**config.mk**
```make
export PLATFORM = sky130hd
export DESIGN_NAME = hcam_lookup_ctrl_flat
export DESIGN_NICKNAME = d
export VERILOG_FILES = /design/src/rtl/hcam_pkg.sv /design/src/rtl/hcam_lookup_ctrl_if.sv /design/src/rtl/hcam_hash.sv /design/src/rtl/hcam_lookup_ctrl.sv /design/src/flat_wrapper.sv
export SDC_FILE = /design/constraint.sdc
export NUM_CORES = 1
export LEC_CHECK = 0
export ABC_CLOCK_PERIOD_IN_PS = 4400
export CAP_MARGIN = 15
export CORE_AREA = 2 2 288 290
export DETAILED_ROUTE_END_ITERATION = 8
export DIE_AREA = 0 0 290 292
export PLACE_DENSITY = 0.53
export SLEW_MARGIN = 20
export SYNTH_ARGS = -nofsm -noshare
export SYNTH_HDL_FRONTEND = slang
export SYNTH_HIERARCHICAL = 1
export SYNTH_SLANG_ARGS = --single-unit
```
**constraint.sdc**
```tcl
create_clock -name clk -period 4.4 [get_ports clk]
set_input_delay 0.66 -clock clk [delete_from_list [all_inputs] [get_ports clk]]
set_output_delay 0.66 -clock clk [all_outputs]
set_load 0.005 [all_outputs]
```
**src/rtl/hcam_pkg.sv**
```systemverilog
// Shared widths, FSM state encoding and entry field helpers for the hcam lookup slice.
// Entry layout, LSB first: valid, key, result; a time field above the result is reserved and kept zero.
// No logic here: constants, types and pure functions only.
package hcam_pkg;
  localparam int SN = 4;
  localparam int HW = 6;
  localparam int DW = 19;
  localparam int RW = 20;
  localparam int TW = 0;
  localparam int EW = TW + RW + DW + 1;
  localparam int LW = EW * SN;
  localparam int SL = $clog2(SN);

  localparam int VALID_BIT = 0;
  localparam int KEY_LSB   = 1;
  localparam int RES_LSB   = DW + 1;

  localparam logic [2:0] ST_IDLE  = 3'd0;
  localparam logic [2:0] ST_READ  = 3'd1;
  localparam logic [2:0] ST_CMP   = 3'd2;
  localparam logic [2:0] ST_WRITE = 3'd3;
  localparam logic [2:0] ST_RESP  = 3'd4;

  typedef logic [EW-1:0] entry_t;
  typedef logic [LW-1:0] line_t;

  function automatic entry_t get_slot(line_t l, int i);
    return l[EW*i +: EW];
  endfunction

  function automatic logic ent_valid(entry_t e);
    return e[VALID_BIT];
  endfunction

  function automatic logic [DW-1:0] ent_key(entry_t e);
    return e[KEY_LSB +: DW];
  endfunction

  function automatic logic [RW-1:0] ent_result(entry_t e);
    return e[RES_LSB +: RW];
  endfunction

  function automatic entry_t make_entry(logic [DW-1:0] k, logic [RW-1:0] r);
    entry_t e;
    e = '0;
    e[VALID_BIT]     = 1'b1;
    e[KEY_LSB +: DW] = k;
    e[RES_LSB +: RW] = r;
    return e;
  endfunction
endpackage

```
**src/rtl/hcam_lookup_ctrl_if.sv**
```systemverilog
// Request/response handshake bundle between a requester (master) and hcam_lookup_ctrl (slave).
// Latency: none, wires only.
// Backpressure: req_valid/req_ready on the request side, rsp_valid/rsp_ready on the response side.
interface hcam_lookup_ctrl_if;
  import hcam_pkg::*;

  logic          req_valid;
  logic          req_ready;
  logic          req_op;
  logic [DW-1:0] req_key;
  logic [RW-1:0] req_result;
  logic          rsp_valid;
  logic          rsp_ready;
  logic          rsp_hit;
  logic [RW-1:0] rsp_result;
  logic          rsp_full;

  modport master (
    output req_valid, req_op, req_key, req_result, rsp_ready,
    input  req_ready, rsp_valid, rsp_hit, rsp_result, rsp_full
  );

  modport slave (
    input  req_valid, req_op, req_key, req_result, rsp_ready,
    output req_ready, rsp_valid, rsp_hit, rsp_result, rsp_full
  );
endinterface

```
**src/rtl/hcam_hash.sv**
```systemverilog
// Two independent line addresses per key: fold(key) and fold(bit-reversed key).
// Latency: combinational.
// Backpressure: none.
module hcam_hash
  import hcam_pkg::*;
(
  input  logic [DW-1:0] key,
  output logic [HW-1:0] hash_a,
  output logic [HW-1:0] hash_b
);
  localparam int NCH = (DW + HW - 1) / HW;
  localparam int PW  = NCH * HW;

  // The top chunk is zero-padded by widening before slicing.
  function automatic logic [HW-1:0] fold(logic [DW-1:0] x);
    logic [PW-1:0] p;
    logic [HW-1:0] h;
    p = PW'(x);
    h = '0;
    for (int c = 0; c < NCH; c++) h = h ^ p[c*HW +: HW];
    return h;
  endfunction

  function automatic logic [DW-1:0] reverse(logic [DW-1:0] x);
    logic [DW-1:0] r;
    for (int i = 0; i < DW; i++) r[i] = x[DW-1-i];
    return r;
  endfunction

  assign hash_a = fold(key);
  assign hash_b = fold(reverse(key));
endmodule

```
**src/rtl/hcam_lookup_ctrl.sv**
```systemverilog
// Search/insert controller for a two-way multi-hash RAM pair; HCAM_UPDATE_EN enables in-place result update.
// Latency: response 3 cycles after accept, 4 when an insert writes a line.
// Backpressure: one request in flight; req_ready low until the cycle after the rsp handshake.
module hcam_lookup_ctrl
  import hcam_pkg::*;
(
  input  logic              clk,
  input  logic              rst_n,
  hcam_lookup_ctrl_if.slave bus,
  output logic [HW-1:0]     rama_addra_o,
  input  logic [LW-1:0]     rama_douta_i,
  output logic              rama_web_o,
  output logic [HW-1:0]     rama_addrb_o,
  output logic [LW-1:0]     rama_dinb_o,
  output logic [HW-1:0]     ramb_addra_o,
  input  logic [LW-1:0]     ramb_douta_i,
  output logic              ramb_web_o,
  output logic [HW-1:0]     ramb_addrb_o,
  output logic [LW-1:0]     ramb_dinb_o
);
  logic [2:0]    state, state_n;
  logic          ready_q, op_q, wr_b_q, hit_q, full_q;
  logic [DW-1:0] key_q;
  logic [RW-1:0] res_q, result_q;
  logic [HW-1:0] ha_q, hb_q, hash_a, hash_b;
  logic [LW-1:0] line_q;

  logic          accept;
  logic          hit, hit_b, free_a, free_b, do_write, full, tgt_b;
  logic [SL-1:0] hit_slot, slot_a, slot_b, tgt_slot;
  logic [RW-1:0] hit_res, rsp_res_n;
  logic [LW-1:0] hit_line, new_line;

  hcam_hash u_hash (.key(bus.req_key), .hash_a(hash_a), .hash_b(hash_b));

  assign accept = bus.req_valid && ready_q;

  // Scans run high-to-low so the lowest index wins; B is scanned before A so A wins overall.
  always_comb begin
    hit = 1'b0; hit_b = 1'b0; hit_slot = '0;
    free_a = 1'b0; slot_a = '0; free_b = 1'b0; slot_b = '0;
    for (int i = SN-1; i >= 0; i--) begin
      if (!ent_valid(get_slot(ramb_douta_i, i))) begin free_b = 1'b1; slot_b = SL'(i); end
      if (ent_valid(get_slot(ramb_douta_i, i)) && ent_key(get_slot(ramb_douta_i, i)) == key_q) begin
        hit = 1'b1; hit_b = 1'b1; hit_slot = SL'(i);
      end
    end
    for (int i = SN-1; i >= 0; i--) begin
      if (!ent_valid(get_slot(rama_douta_i, i))) begin free_a = 1'b1; slot_a = SL'(i); end
      if (ent_valid(get_slot(rama_douta_i, i)) && ent_key(get_slot(rama_douta_i, i)) == key_q) begin
        hit = 1'b1; hit_b = 1'b0; hit_slot = SL'(i);
      end
    end
  end

  assign hit_line = hit_b ? ramb_douta_i : rama_douta_i;
  assign hit_res  = ent_result(get_slot(hit_line, int'(hit_slot)));

  always_comb begin
    do_write = 1'b0; full = 1'b0; tgt_b = 1'b0; tgt_slot = '0;
    if (op_q) begin
      if (hit) begin
`ifdef HCAM_UPDATE_EN
        do_write = 1'b1; tgt_b = hit_b; tgt_slot = hit_slot;
`endif
      end else if (free_a) begin
        do_write = 1'b1; tgt_slot = slot_a;
      end else if (free_b) begin
        do_write = 1'b1; tgt_b = 1'b1; tgt_slot = slot_b;
      end else begin
        full = 1'b1;
      end
    end
    new_line = tgt_b ? ramb_douta_i : rama_douta_i;
    new_line[EW*tgt_slot +: EW] = make_entry(key_q, res_q);
`ifdef HCAM_UPDATE_EN
    rsp_res_n = !hit ? '0 : (op_q ? res_q : hit_res);
`else
    rsp_res_n = hit ? hit_res : '0;
`endif
  end

  always_comb begin
    state_n = state;
    case (state)
      ST_IDLE:  if (accept) state_n = ST_READ;
      ST_READ:  state_n = ST_CMP;
      ST_CMP:   state_n = do_write ? ST_WRITE : ST_RESP;
      ST_WRITE: state_n = ST_RESP;
      ST_RESP:  if (bus.rsp_ready) state_n = ST_IDLE;
      default:  state_n = ST_IDLE;
    endcase
  end

  always_ff @(posedge clk or negedge rst_n) begin
    if (!rst_n) begin
      state <= ST_IDLE; ready_q <= 1'b0;
      op_q <= 1'b0; key_q <= '0; res_q <= '0; ha_q <= '0; hb_q <= '0;
      hit_q <= 1'b0; full_q <= 1'b0; result_q <= '0; line_q <= '0; wr_b_q <= 1'b0;
    end else begin
      state   <= state_n;
      ready_q <= (state_n == ST_IDLE);
      if (state == ST_IDLE && accept) begin
        op_q <= bus.req_op; key_q <= bus.req_key; res_q <= bus.req_result;
        ha_q <= hash_a;     hb_q <= hash_b;
      end
      if (state == ST_CMP) begin
        hit_q <= hit; full_q <= full; result_q <= rsp_res_n;
        if (do_write) begin
          line_q <= new_line; wr_b_q <= tgt_b;
        end
      end
    end
  end

  assign bus.req_ready  = ready_q;
  assign bus.rsp_valid  = (state == ST_RESP);
  assign bus.rsp_hit    = hit_q;
  assign bus.rsp_full   = full_q;
  assign bus.rsp_result = result_q;

  assign rama_addra_o = ha_q;
  assign ramb_addra_o = hb_q;
  assign rama_addrb_o = ha_q;
  assign ramb_addrb_o = hb_q;
  assign rama_dinb_o  = line_q;
  assign ramb_dinb_o  = line_q;
  assign rama_web_o   = (state == ST_WRITE) && !wr_b_q;
  assign ramb_web_o   = (state == ST_WRITE) &&  wr_b_q;
endmodule

```
**src/flat_wrapper.sv**
```systemverilog
// flat-port wrapper written by rule: the top's interface ports become plain ports
module hcam_lookup_ctrl_flat import hcam_pkg::*;
  (clk, rst_n, rama_addra_o, rama_douta_i, rama_web_o, rama_addrb_o, rama_dinb_o, ramb_addra_o, ramb_douta_i, ramb_web_o, ramb_addrb_o, ramb_dinb_o, bus_req_valid, bus_req_op, bus_req_key, bus_req_result, bus_rsp_ready, bus_req_ready, bus_rsp_valid, bus_rsp_hit, bus_rsp_result, bus_rsp_full);
  hcam_lookup_ctrl_if bus_i ();
  input  logic clk;
  input  logic rst_n;
  output logic [HW-1:0] rama_addra_o;
  input  logic [LW-1:0] rama_douta_i;
  output logic rama_web_o;
  output logic [HW-1:0] rama_addrb_o;
  output logic [LW-1:0] rama_dinb_o;
  output logic [HW-1:0] ramb_addra_o;
  input  logic [LW-1:0] ramb_douta_i;
  output logic ramb_web_o;
  output logic [HW-1:0] ramb_addrb_o;
  output logic [LW-1:0] ramb_dinb_o;
  input wire logic [$bits(bus_i.req_valid)-1:0] bus_req_valid;
  input wire logic [$bits(bus_i.req_op)-1:0] bus_req_op;
  input wire logic [$bits(bus_i.req_key)-1:0] bus_req_key;
  input wire logic [$bits(bus_i.req_result)-1:0] bus_req_result;
  input wire logic [$bits(bus_i.rsp_ready)-1:0] bus_rsp_ready;
  output wire logic [$bits(bus_i.req_ready)-1:0] bus_req_ready;
  output wire logic [$bits(bus_i.rsp_valid)-1:0] bus_rsp_valid;
  output wire logic [$bits(bus_i.rsp_hit)-1:0] bus_rsp_hit;
  output wire logic [$bits(bus_i.rsp_result)-1:0] bus_rsp_result;
  output wire logic [$bits(bus_i.rsp_full)-1:0] bus_rsp_full;
  assign bus_i.req_valid = bus_req_valid;
  assign bus_i.req_op = bus_req_op;
  assign bus_i.req_key = bus_req_key;
  assign bus_i.req_result = bus_req_result;
  assign bus_i.rsp_ready = bus_rsp_ready;
  assign bus_req_ready = bus_i.req_ready;
  assign bus_rsp_valid = bus_i.rsp_valid;
  assign bus_rsp_hit = bus_i.rsp_hit;
  assign bus_rsp_result = bus_i.rsp_result;
  assign bus_rsp_full = bus_i.rsp_full;
  hcam_lookup_ctrl u_core (.clk(clk), .rst_n(rst_n), .bus(bus_i), .rama_addra_o(rama_addra_o), .rama_douta_i(rama_douta_i), .rama_web_o(rama_web_o), .rama_addrb_o(rama_addrb_o), .rama_dinb_o(rama_dinb_o), .ramb_addra_o(ramb_addra_o), .ramb_douta_i(ramb_douta_i), .ramb_web_o(ramb_web_o), .ramb_addrb_o(ramb_addrb_o), .ramb_dinb_o(ramb_dinb_o));
endmodule
```
== After elaboration in Yosys (flattened, before gate mapping) ==
Cells that the tools add are included.

* Bits in registers: 239
* Input bits: 364
* Output and inout bits: 370
* Logic and storage cells: 111

* Add/subtract/negate cells: 1
* Multipliers: 2
* Eq/ne operators: 12
* Shift-type cells: 3
* Muxes and demuxes: 59
* Bitwise logic cells: 6
* Reductions and logical operators: 16

{| class="wikitable"
|+ Operators with widths
! operator !! count
|-
| $mux 160 || 2
|-
| $bwmux 160 || 1
|-
| $shift 40x34->160 const A || 1
|-
| $shiftx 160x32->40 || 1
|-
| $shiftx 40x34->160 || 1
|-
| $eq 19x19->1 || 8
|-
| $mux 2 || 20
|-
| $neg 8->34 || 1
|-
| $mux 1 || 31
|-
| $xor 6x6->6 || 4
|-
| $mux 20 || 1
|-
| $pmux 3 s5 || 1
|-
| $logic_and 1x1->1 || 12
|-
| $xor 6x1->6 || 2
|-
| $mul 3x2->5 const A || 2
|-
| $mux 3 || 3
|-
| $eq 3x2->1 const B || 2
|-
| $logic_not 3->1 || 2
|-
| $eq 3x1->1 const B || 1
|-
| $eq 3x3->1 const B || 1
|-
| $reduce_and 2->1 || 1
|-
| $logic_not 1->1 || 1
|}

== Depth between registers and ports, before layout ==
Gate-level depths: netlist of the first run.

* Depth after elaboration: 16
* Gate-level depth with buffers: 22

== By module ==
Netlist of the first run, hierarchy kept.

{| class="wikitable"
|+ Modules (own cells, without submodules)
! module !! times used !! cells an instance !! area an instance (µm²) !! seq. area each (µm²)
|-
| hcam_lookup_ctrl || 1 || 2231 || 19825.3 || 5980.7
|-
| hcam_hash || 1 || 19 || 166.4 || 0.0
|}

== Worst setup path after synthesis of the first run ==
OpenSTA, ideal clock, no wires.

* Path type: input to register
* Start point: in rama_douta_i[123]
* End point: reg u_core.line_q[11] (netlist: u_core/rama_dinb_o[11])
* Arrival: 4239 ps
* Data required time: 4335 ps
* Path slack: 96 ps
* Stages on the path: 18
* Path buffers: 5
* Cells stage by stage: xor2_1 > nor4_1 > nand3_1 > or3_4 > and4_1 > buf_6 > nand3_4 > buf_2 > buf_2 > ha_1 > clkbuf_1 > nand2_1 > nor3_1 > nand2_1 > clkbuf_1 > a21oi_1 > a21o_1 > o22a_1

* Word-level cells in the longest chain between the ends: 12
* Elaborated cells between the ends (all ways): 19

{| class="wikitable"
|+ Ends and longest elaborated chain
! item !! RTL line !! source
|-
| start: declaration || flat_wrapper.sv:8 || <nowiki>input logic [LW-1:0] rama_douta_i;</nowiki>
|-
| $eq 19x19->1 * || hcam_lookup_ctrl.sv:50 || <nowiki>if (ent_valid(get_slot(rama_douta_i, i)) && ent_key(get_slot(rama_douta_i, i)) == key_q) begin</nowiki>
|-
| $logic_and 1x1->1 * || hcam_lookup_ctrl.sv:50 ||
|-
| $mux 1 * (4 in a row) || hcam_lookup_ctrl.sv:50 ||
|-
| $mux 2 || hcam_lookup_ctrl.sv:62 || <nowiki>if (hit) begin</nowiki>
|-
| $mux 2 || hcam_lookup_ctrl.sv:61 || <nowiki>if (op_q) begin</nowiki>
|-
| $mul 3x2->5 || hcam_lookup_ctrl.sv:75 || <nowiki>new_line[EW*tgt_slot +: EW] = make_entry(key_q, res_q);</nowiki>
|-
| $neg 8->34 || hcam_lookup_ctrl.sv:75 ||
|-
| $shiftx 40x34->160 / $shift 40x34->160 (equally long branches) || hcam_lookup_ctrl.sv:75 ||
|-
| $bwmux 160 || hcam_lookup_ctrl.sv:75 ||
|-
| end signal: assignment || hcam_lookup_ctrl.sv:110 || <nowiki>line_q <= new_line; wr_b_q <= tgt_b;</nowiki>
|-
| end: declaration || hcam_lookup_ctrl.sv:26 || <nowiki>logic [LW-1:0] line_q;</nowiki>
|}

Every way passes the cells marked *; elsewhere a longest branch is shown, timed or not.
A chain may end at the register's enable or synchronous reset.

== Worst setup path in the final report of the first run ==
* Start point: reg u_core.key_q[12]
* End point: reg u_core.line_q[88] (netlist: u_core/rama_dinb_o[88])

* Word-level cells in the longest chain between the ends: 16
* Elaborated cells between the ends (all ways): 37

{| class="wikitable"
|+ Ends and longest elaborated chain
! item !! RTL line !! source
|-
| start: declaration || hcam_lookup_ctrl.sv:23 || <nowiki>logic [DW-1:0] key_q;</nowiki>
|-
| start signal: assignment || hcam_lookup_ctrl.sv:104 || <nowiki>op_q <= bus.req_op; key_q <= bus.req_key; res_q <= bus.req_result;</nowiki>
|-
| $eq 19x19->1 || hcam_lookup_ctrl.sv:44 || <nowiki>if (ent_valid(get_slot(ramb_douta_i, i)) && ent_key(get_slot(ramb_douta_i, i)) == key_q) begin</nowiki>
|-
| $logic_and 1x1->1 || hcam_lookup_ctrl.sv:44 ||
|-
| $mux 1 (4 in a row) || hcam_lookup_ctrl.sv:44 ||
|-
| $mux 1 (4 in a row) || hcam_lookup_ctrl.sv:50 ||
|-
| $mux 2 || hcam_lookup_ctrl.sv:62 ||
|-
| $mux 2 || hcam_lookup_ctrl.sv:61 ||
|-
| $mul 3x2->5 || hcam_lookup_ctrl.sv:75 ||
|-
| $neg 8->34 || hcam_lookup_ctrl.sv:75 ||
|-
| $shiftx 40x34->160 / $shift 40x34->160 (equally long branches) || hcam_lookup_ctrl.sv:75 ||
|-
| $bwmux 160 || hcam_lookup_ctrl.sv:75 ||
|}

Parallel ways exist; a longest one is shown, timed or not.

==> summary.md, run 1 <==
| Metric | Value |
|---|---|
| Simple-Gate Fraction of Synth Area | 0.123 |
| CTS tree | done |
| CTS H-tree depth | 1 |
| Synthesis Warnings | 6 |
| Clk slew on worst S/H paths | 0.06 ns |
| Critical Path RT | 4.91 ns |
| Largest family of logic cells by synthesized area | compound AO/OA/AOI/OAI gates |
| Drt via density | 5.54 |
| Final instance area | 31,400 µm² |
| Detail Route Antenna Nets | 0 |
| Worst reg2reg startpoint | u_core/key_q[12] |
| Hold-fix buffer count after cts | 0 |
| Max clock buf depth | 3 |
| Port Buffers | 733 |
| Cell row count | 105 |
| Clk_lat worst skew | 0.63 ns |
| R2R depth | 15 |
| Post-synthesis register bit count | 239 |
| Filler cells | 8,202 |
| Die ar. | 84,700 µm² |
| Max_cap viols | 0 |
| GPL Wtd Cong | 1.01 |
| Max stage delay on crit path | 0.71 ns |
| Syn nets | 2,622 |
| Commonest non-fill, non-tap cells in the layout | clkdlybuf4s50_1, buf_4, dfrtp_1 |
| Number of CTS-inserted buffers | 31 |
| Post-synthesis sequential area ratio | 0.299 |
| Commonest non-fill, non-tap cell in the layout | clkdlybuf4s50_1 |
| Final period utilization | 0.978 |
| Global-route usage over all layers | 0.317 |
| DR WL/cell | 33.6 µm |
| Dpl hpwl | 115,000 µm |
| Share of the synthesized area in the top cell type | 0.299 |
| CP Launch Type | flop |
| Global route overflow | 0 |
| Syn Area/Cell | 8.89 µm² |
| Mapped Cells | 2,250 |
| Static Leak | 0.0130 µW |
| RSZ-0062 raised after global routing | no |
| Number of synthesized flops with an enable pin | 0 |
| Via count | 23,125 |
| Largest fanout on the critical path | 7 |
| Largest net degree at the start of global routing | 100 |
| # nets final | 3,447 |
| Core box area | 81,600 µm² |
| Initial antenna violation count | 12 |
| First-pass GRT wire length | 190,000 µm |
| Hold Crit Class | in2async |
| Number of global-route vias before repair | 23,021 |
| Register area | 6000 µm² |
| Skew final | 0.0419 ns |
| Yosys cell types | 76 |
| Final Hold Viols | 0 |
| Top_reg_cell synth | dfrtp_1 |
| CP Capture Type | flop |
| Slew headroom | 0.411 |
| Worst vdd ir | 325 µV |
| Worst path cell trace | buf_4 > xor2_1 > nor4_1 > nand4_1 > and2_2 > nand3_1 > or3_1 > ha_1 > inv_1 > buf_12 > nor2_1 > and3_1 > a2111oi_1 > buf_4 > o31ai_1 |
| Die Wd | 290 µm |
| DRC Markers | 0 |
| Critical path class | reg2reg |
| Yosys top cell by area | dfrtp_1 |
| Final setup TNS | 0 ns |
| Share of cells above drive strength 1 | 0.210 |
| Crit path top cell by count | buf_4 |
| Die H | 292 µm |
| Post-synthesis mux area share | 0.143 |
| Area growth, synth to finish | 56.8% |
| Worst reg2reg endpoint | u_core/rama_dinb_o[88] |
| CP max-delay cell | a2111oi_1 |
| Initial core utilization | 0.245 |
| Clk root buf | clkbuf_16 |
| Complex-gate fraction of the synthesized area | 0.234 |
| Min Tclk post-route | 4.30 ns |
| Iter 0 DRT Violations | 2,452 |
| Area occupied by multi-input gates | 11,700 µm² |
| Critical Path AT | 4.81 ns |
| Endpoints failing setup | 0 |
| Adder-Cell Fraction of Synth Area | 0.00501 |
| F_max | 232 MHz |
| Mapped cell area | 20,000 µm² |
| Placement-stage cell area | 30,100 µm² |
| Max Slew Vio Count | 0 |
| WL final | 140,000 µm |
| Pre-Repair DR Iteration Count | 6 |
| Area contributors post-synth | dfrtp_1, mux2i_1, buf_4, mux2_2, xnor2_1 |
| Pwr/cell area | 604 nW/µm² |
| Synth Area in XOR/XNOR | 0.0749 |
| R2r setup slk | 0.1 ns |
| Slew @ Worst Pin | 0.883 ns |
| Final Power | 18,900 µW |
| I/O pin count | 734 |
| Status | finished clean |
| Sink Count | 239 |
| Async SR Flop Fraction | 1.00 |
[synthesized netlist by cell type, types with 8 or more instances]
master and count:
a211oi_1 21, a21oi_1 39, a22oi_1 61, a2bb2oi_1 62, a311oi_1 10, a31oi_1 67
a32o_1 19, and3_1 12, buf_1 15, buf_2 67, buf_4 187, buf_6 10
clkbuf_1 104, dfrtp_1 239, ha_1 8, inv_1 34, mux2_2 78, mux2i_1 162
mux4_2 11, nand2_1 199, nand2b_1 13, nand3_1 35, nand4_1 38, nor2_1 124
nor3_1 23, nor3b_1 20, nor4_1 24, o211a_1 41, o21a_1 8, o21ai_0 134
o21ai_1 10, o221ai_1 36, o22a_1 27, o31ai_1 31, xnor2_1 86, xor2_1 85
[flip-flops by register name, summed over array words and instances (netlist names)]
name,flops
u_core/rama_addra_o,6
u_core/bus.rsp_full,1
u_core/res_q,20
u_core/bus.req_ready,1
u_core/rama_dinb_o,160
u_core/state,3
u_core/key_q,19
u_core/wr_b_q,1
u_core/bus.rsp_result,20
u_core/bus.rsp_hit,1
u_core/op_q,1
u_core/ramb_addra_o,6
[what timing repair did]
| item | CTS | global route |
|---|---|---|
| setup endpoints to repair | 34 | 127 |
| pin swaps | 0 | 2 |
| cloned | 0 | 0 |
| buffers inserted | 2 | 4 |
| resized for setup | 9 | 20 |
[cell families after synthesis]
family / count (synthesis)
AO/OA/AOI/OAI: 635
AND/OR/NAND/NOR: 520
buffers and inverters: 419
multiplexers: 258
flip-flops: 239
XOR/XNOR: 171
adder cells (fa/ha/maj): 8
[through the flow]
stage / setup WS (ns) / cells / hold slack (ns) / util
4_1_cts: 0.00615 / 4165 / 0.129 / 0.383
3_5_place_dp: -0.575 / 4106 / 0.469 / 0.370
6_report: 0.0953 / 4175 / 0.0847 / 0.384
5_1_grt: 0.0115 / 4175 / 0.169 / 0.384
3_3_place_gp: -0.514 / 4106 / 0.465 / 0.370
2_1_floorplan: 0.0962 / 2250 / 0.364 / -
[layer usage]
metal | vias to the layer above | wire length (µm) | global-route usage
met2 | 1363 | 65400 | 0.524
met3 | 294 | 10200 | 0.0547
met1 | 11663 | 58100 | 0.411
li1 | 9801 | - | -
met5 | - | 27 | 0
met4 | 4 | 6510 | 0.128
[cell type report]
type                            count  share of cell area
Antenna cell                        6            0.000479
Clock buffer                       36              0.0260
Sequential cell                   239               0.191
Inverter                           36             0.00439
Clock inverter                     21             0.00762
Timing Repair Buffer             1175               0.354
Tap cell                         1070              0.0427
Multi-Input combinational cell   1592               0.373
[worst max path at each step]
stage | depth (start not counted) | to | from
final | 15 | u_core/rama_dinb_o[88] | u_core/key_q[12]
after global routing | 20 | u_core/rama_dinb_o[110] | u_core/key_q[14]
after CTS | 18 | u_core/rama_dinb_o[110] | u_core/key_q[17]
after detailed placement | 16 | u_core/rama_dinb_o[88] | ramb_douta_i[89]
after global placement | 18 | u_core/rama_dinb_o[110] | ramb_douta_i[97]
after floorplan | 18 | u_core/rama_dinb_o[11] | rama_douta_i[123]
[report_power, final]
group | switching, µW | internal (µW) | leakage, µW
Sequential | 2140 | 3190 | 0.00289
Clock | 1150 | 1560 | 0.000503
Combinational | 5150 | 5760 | 0.00958
Total | 8440 | 10500 | 0.0130
[worst max-delay path: cells and delay by family, from the launching register on]
kind	cells	cell delay [ns]
and+or+nand+nor	7	1.26
AOI/OAI and AO/OA	2	0.78
buffers and inverters	4	0.77
DFF	1	0.59
xor gates and xnor gates	1	0.43
adders and majority gates	1	0.36
Note: power is estimated with default switching activity, not from simulation.
==> run 2, diff against run 1 <==
--- a/config.mk
+++ b/config.mk
@@ -8,6 +8,7 @@
 export ABC_CLOCK_PERIOD_IN_PS = 4400
 export CAP_MARGIN = 15
 export CORE_AREA = 2 2 288 290
+export CTS_CLUSTER_DIAMETER = 30
 export DETAILED_ROUTE_END_ITERATION = 8
 export DIE_AREA = 0 0 290 292
 export PLACE_DENSITY = 0.53
==> run 2 against run 1 <==
  * Via count is 1.6% higher
  * Die area stayed put
  * Clock power is 110% higher
  * Global-route usage is 0.31 points higher
  * First-iteration DRC count is 4.0% higher
  * Final area is 5.3% higher
  * Sequential cell count stayed put
  * Clock-buffer cell count is 63 higher
  * Sequential share of layout area is 0.97 points lower
  * Utilization is 2.0 points higher
  * Sequential power hardly changed
  * Register-to-register slack worse by 0.03 ns
  * Critical path type unchanged
  * Critical endpoint unchanged
  * Largest cell class unchanged
  * Highest routed layer unchanged
==> summary.md, run 2 (synthesis gave the netlist of run 1 again) <==
| Metric | Value |
|---|---|
| Iter 0 DRT Violations | 2,549 |
| Commonest non-fill, non-tap cells in the layout | clkdlybuf4s50_1, buf_4, dfrtp_1 |
| DR WL/cell | 33.2 µm |
| First-pass GRT wire length | 192,000 µm |
| DRC Markers | 0 |
| Drt via density | 5.52 |
| Critical Path AT | 4.82 ns |
| GPL Wtd Cong | 1.01 |
| Switching power total | 9020 µW |
| Skew final | 0.0287 ns |
| Min Tclk post-route | 4.34 ns |
| Initial antenna violation count | 10 |
| Max clock buf depth | 3 |
| WL final | 141,000 µm |
| Placement-stage cell area | 30,100 µm² |
| Global route overflow | 0 |
| Detail Route Antenna Nets | 0 |
| Max_cap viols | 0 |
| Max Slew Vio Count | 0 |
| RSZ-0062 raised after global routing | yes |
| Hold-fix buffer count after cts | 0 |
| Pwr/cell area | 668 nW/µm² |
| Number of CTS-inserted buffers | 76 |
| Global-route usage over all layers | 0.320 |
| Max stage delay on crit path | 0.67 ns |
| Port Buffers | 733 |
| CP max-delay cell | a2111oi_1 |
| Final period utilization | 0.986 |
| Number of global-route vias before repair | 23,519 |
| Area occupied by multi-input gates | 11,700 µm² |
| CP Launch Type | flop |
| Core box area | 81,600 µm² |
| Via count | 23,486 |
| Die H | 292 µm |
| Fraction of power consumed by sequential logic | 0.242 |
| Pint | 13,000 µW |
| Slew headroom | 0.359 |
| Slew @ Worst Pin | 0.950 ns |
| CTS H-tree depth | 3 |
| Hold Crit Class | in2async |
| Endpoints failing setup | 0 |
| Final Power | 22,100 µW |
| Final instance area | 33,000 µm² |
| CTS tree | done |
| Combinational cell fraction of total power | 0.495 |
| Filler cells | 8,081 |
| Largest fanout on the critical path | 7 |
| Clk slew on worst S/H paths | 0.04 ns |
| Critical path class | reg2reg |
| Final Hold Viols | 0 |
| Sink Count | 239 |
| Register area | 5990 µm² |
| Die Wd | 290 µm |
| Worst vdd ir | 305 µV |
| R2R depth | 15 |
| Area growth, synth to finish | 65.1% |
| Buffers & Inverters on Critical Path | 4 |
| Dpl hpwl | 115,000 µm |
| Sw frac | 0.409 |
| F_max | 231 MHz |
| Cell row count | 105 |
| Clock share of power | 0.262 |
| Initial core utilization | 0.245 |
| Max reg flops | 160 |
| Clk root buf | clkbuf_16 |
| I/O pin count | 734 |
| CP Capture Type | flop |
| Worst path cell trace | buf_4 > xor2_1 > nor4_1 > nand4_1 > and4_4 > nand3_1 > or3_1 > ha_1 > inv_1 > buf_12 > nor2_1 > and3_1 > a2111oi_1 > buf_4 > o31ai_1 |
| Pre-Repair DR Iteration Count | 6 |
| Clk_lat worst skew | 0.62 ns |
| # nets final | 3,493 |
| Share of cells above drive strength 1 | 0.228 |
| Critical path's top delay family | simple AND/OR/NAND/NOR gates |
| R2r setup slk | 0.06 ns |
| Crit path top cell by count | buf_4 |
| Status | finished clean |
| Largest net degree at the start of global routing | 100 |
| Die ar. | 84,700 µm² |
| Commonest non-fill, non-tap cell in the layout | clkdlybuf4s50_1 |
| Static Leak | 0.0138 µW |
| Critical Path RT | 4.88 ns |
| CP Depth | 15 |
## run 2: cell count changes in the layout (fill, tap and decap cells not counted), moves of 2 or more
cell,change
bufinv_16,+7
clkbuf_1,+7
clkbuf_16,+49
clkbuf_8,+7
clkinv_2,+8
clkinvlp_4,+5
dfrtp_1,+2
inv_6,-2
## run 2: cell type report
type,instances,share of cell area
diodes,5,0.000379
clock buffers,99,0.0656
clock inverters,40,0.0163
inverters,36,0.00417
multi-input cells,1592,0.355
flip-flops and latches,239,0.182
well taps,1070,0.0406
repair buffers,1176,0.337
## run 2: power by group through the flow
stage          registers, µW  logic [µW]  clock network [µW]
4_1_cts                 5290       10700                5820
5_1_grt                 5370       11300                5950
3_5_place_dp            5290       10600                   0
6_report                5340       10900                5780
3_3_place_gp            5260       10600                   0
2_1_floorplan           3940        5170                   0
## run 2: what timing repair did
item                       4_1_cts  5_1_grt
setup endpoints to repair       36      109
setup buffers                    0        7
pin swaps                        0        2
resized for setup                9       17
hold endpoints to repair         0        0
## run 2: per-stage QoR
step / cells / setup TNS (ns) / setup WS (ns) / hold slack [ns] / utilization
after floorplan: 2250 / 0 / 0.0962 / 0.364 / -
after global placement: 4106 / -44.14 / -0.514 / 0.465 / 0.370
after detailed placement: 4106 / -47.29 / -0.575 / 0.469 / 0.370
after CTS: 4245 / 0 / 0.00181 / 0.149 / 0.403
after global routing: 4257 / -0.00751 / -0.00751 / 0.185 / 0.404
final: 4257 / 0 / 0.0626 / 0.0942 / 0.404
## run 2: final timing paths
| path | endpoint | start |
|---|---|---|
| min in group clk | u_core/bus.rsp_hit | u_core/bus.rsp_hit |
| worst max-delay path | u_core/rama_dinb_o[88] | u_core/key_q[13] |
| worst min register to register | u_core/bus.rsp_hit | u_core/bus.rsp_hit |
| worst min-delay path | u_core/ramb_addra_o[1] | rst_n |
| max in group asynchronous | u_core/rama_dinb_o[85] | rst_n |
| worst max register to register | u_core/rama_dinb_o[88] | u_core/key_q[13] |
## run 2: worst register-to-register path, cell delays in order (launching register included)
cell and delay (ns):
dfrtp_2 0.62, buf_4 0.32, xor2_1 0.17, nor4_1 0.08, nand4_1 0.25, and4_4 0.27
nand3_1 0.12, or3_1 0.46, ha_1 0.36, inv_1 0.19, buf_12 0.15, nor2_1 0.05
and3_1 0.19, a2111oi_1 0.67, buf_4 0.24, o31ai_1 0.07
## run 2: layer usage
| metal | track usage | routed length, µm | vias up |
|---|---|---|---|
| li1 | - | - | 9924 |
| met1 | 0.412 | 58500 | 11793 |
| met2 | 0.529 | 65900 | 1442 |
| met3 | 0.0591 | 10400 | 323 |
| met4 | 0.132 | 6310 | 4 |
| met5 | 0 | 27 | - |
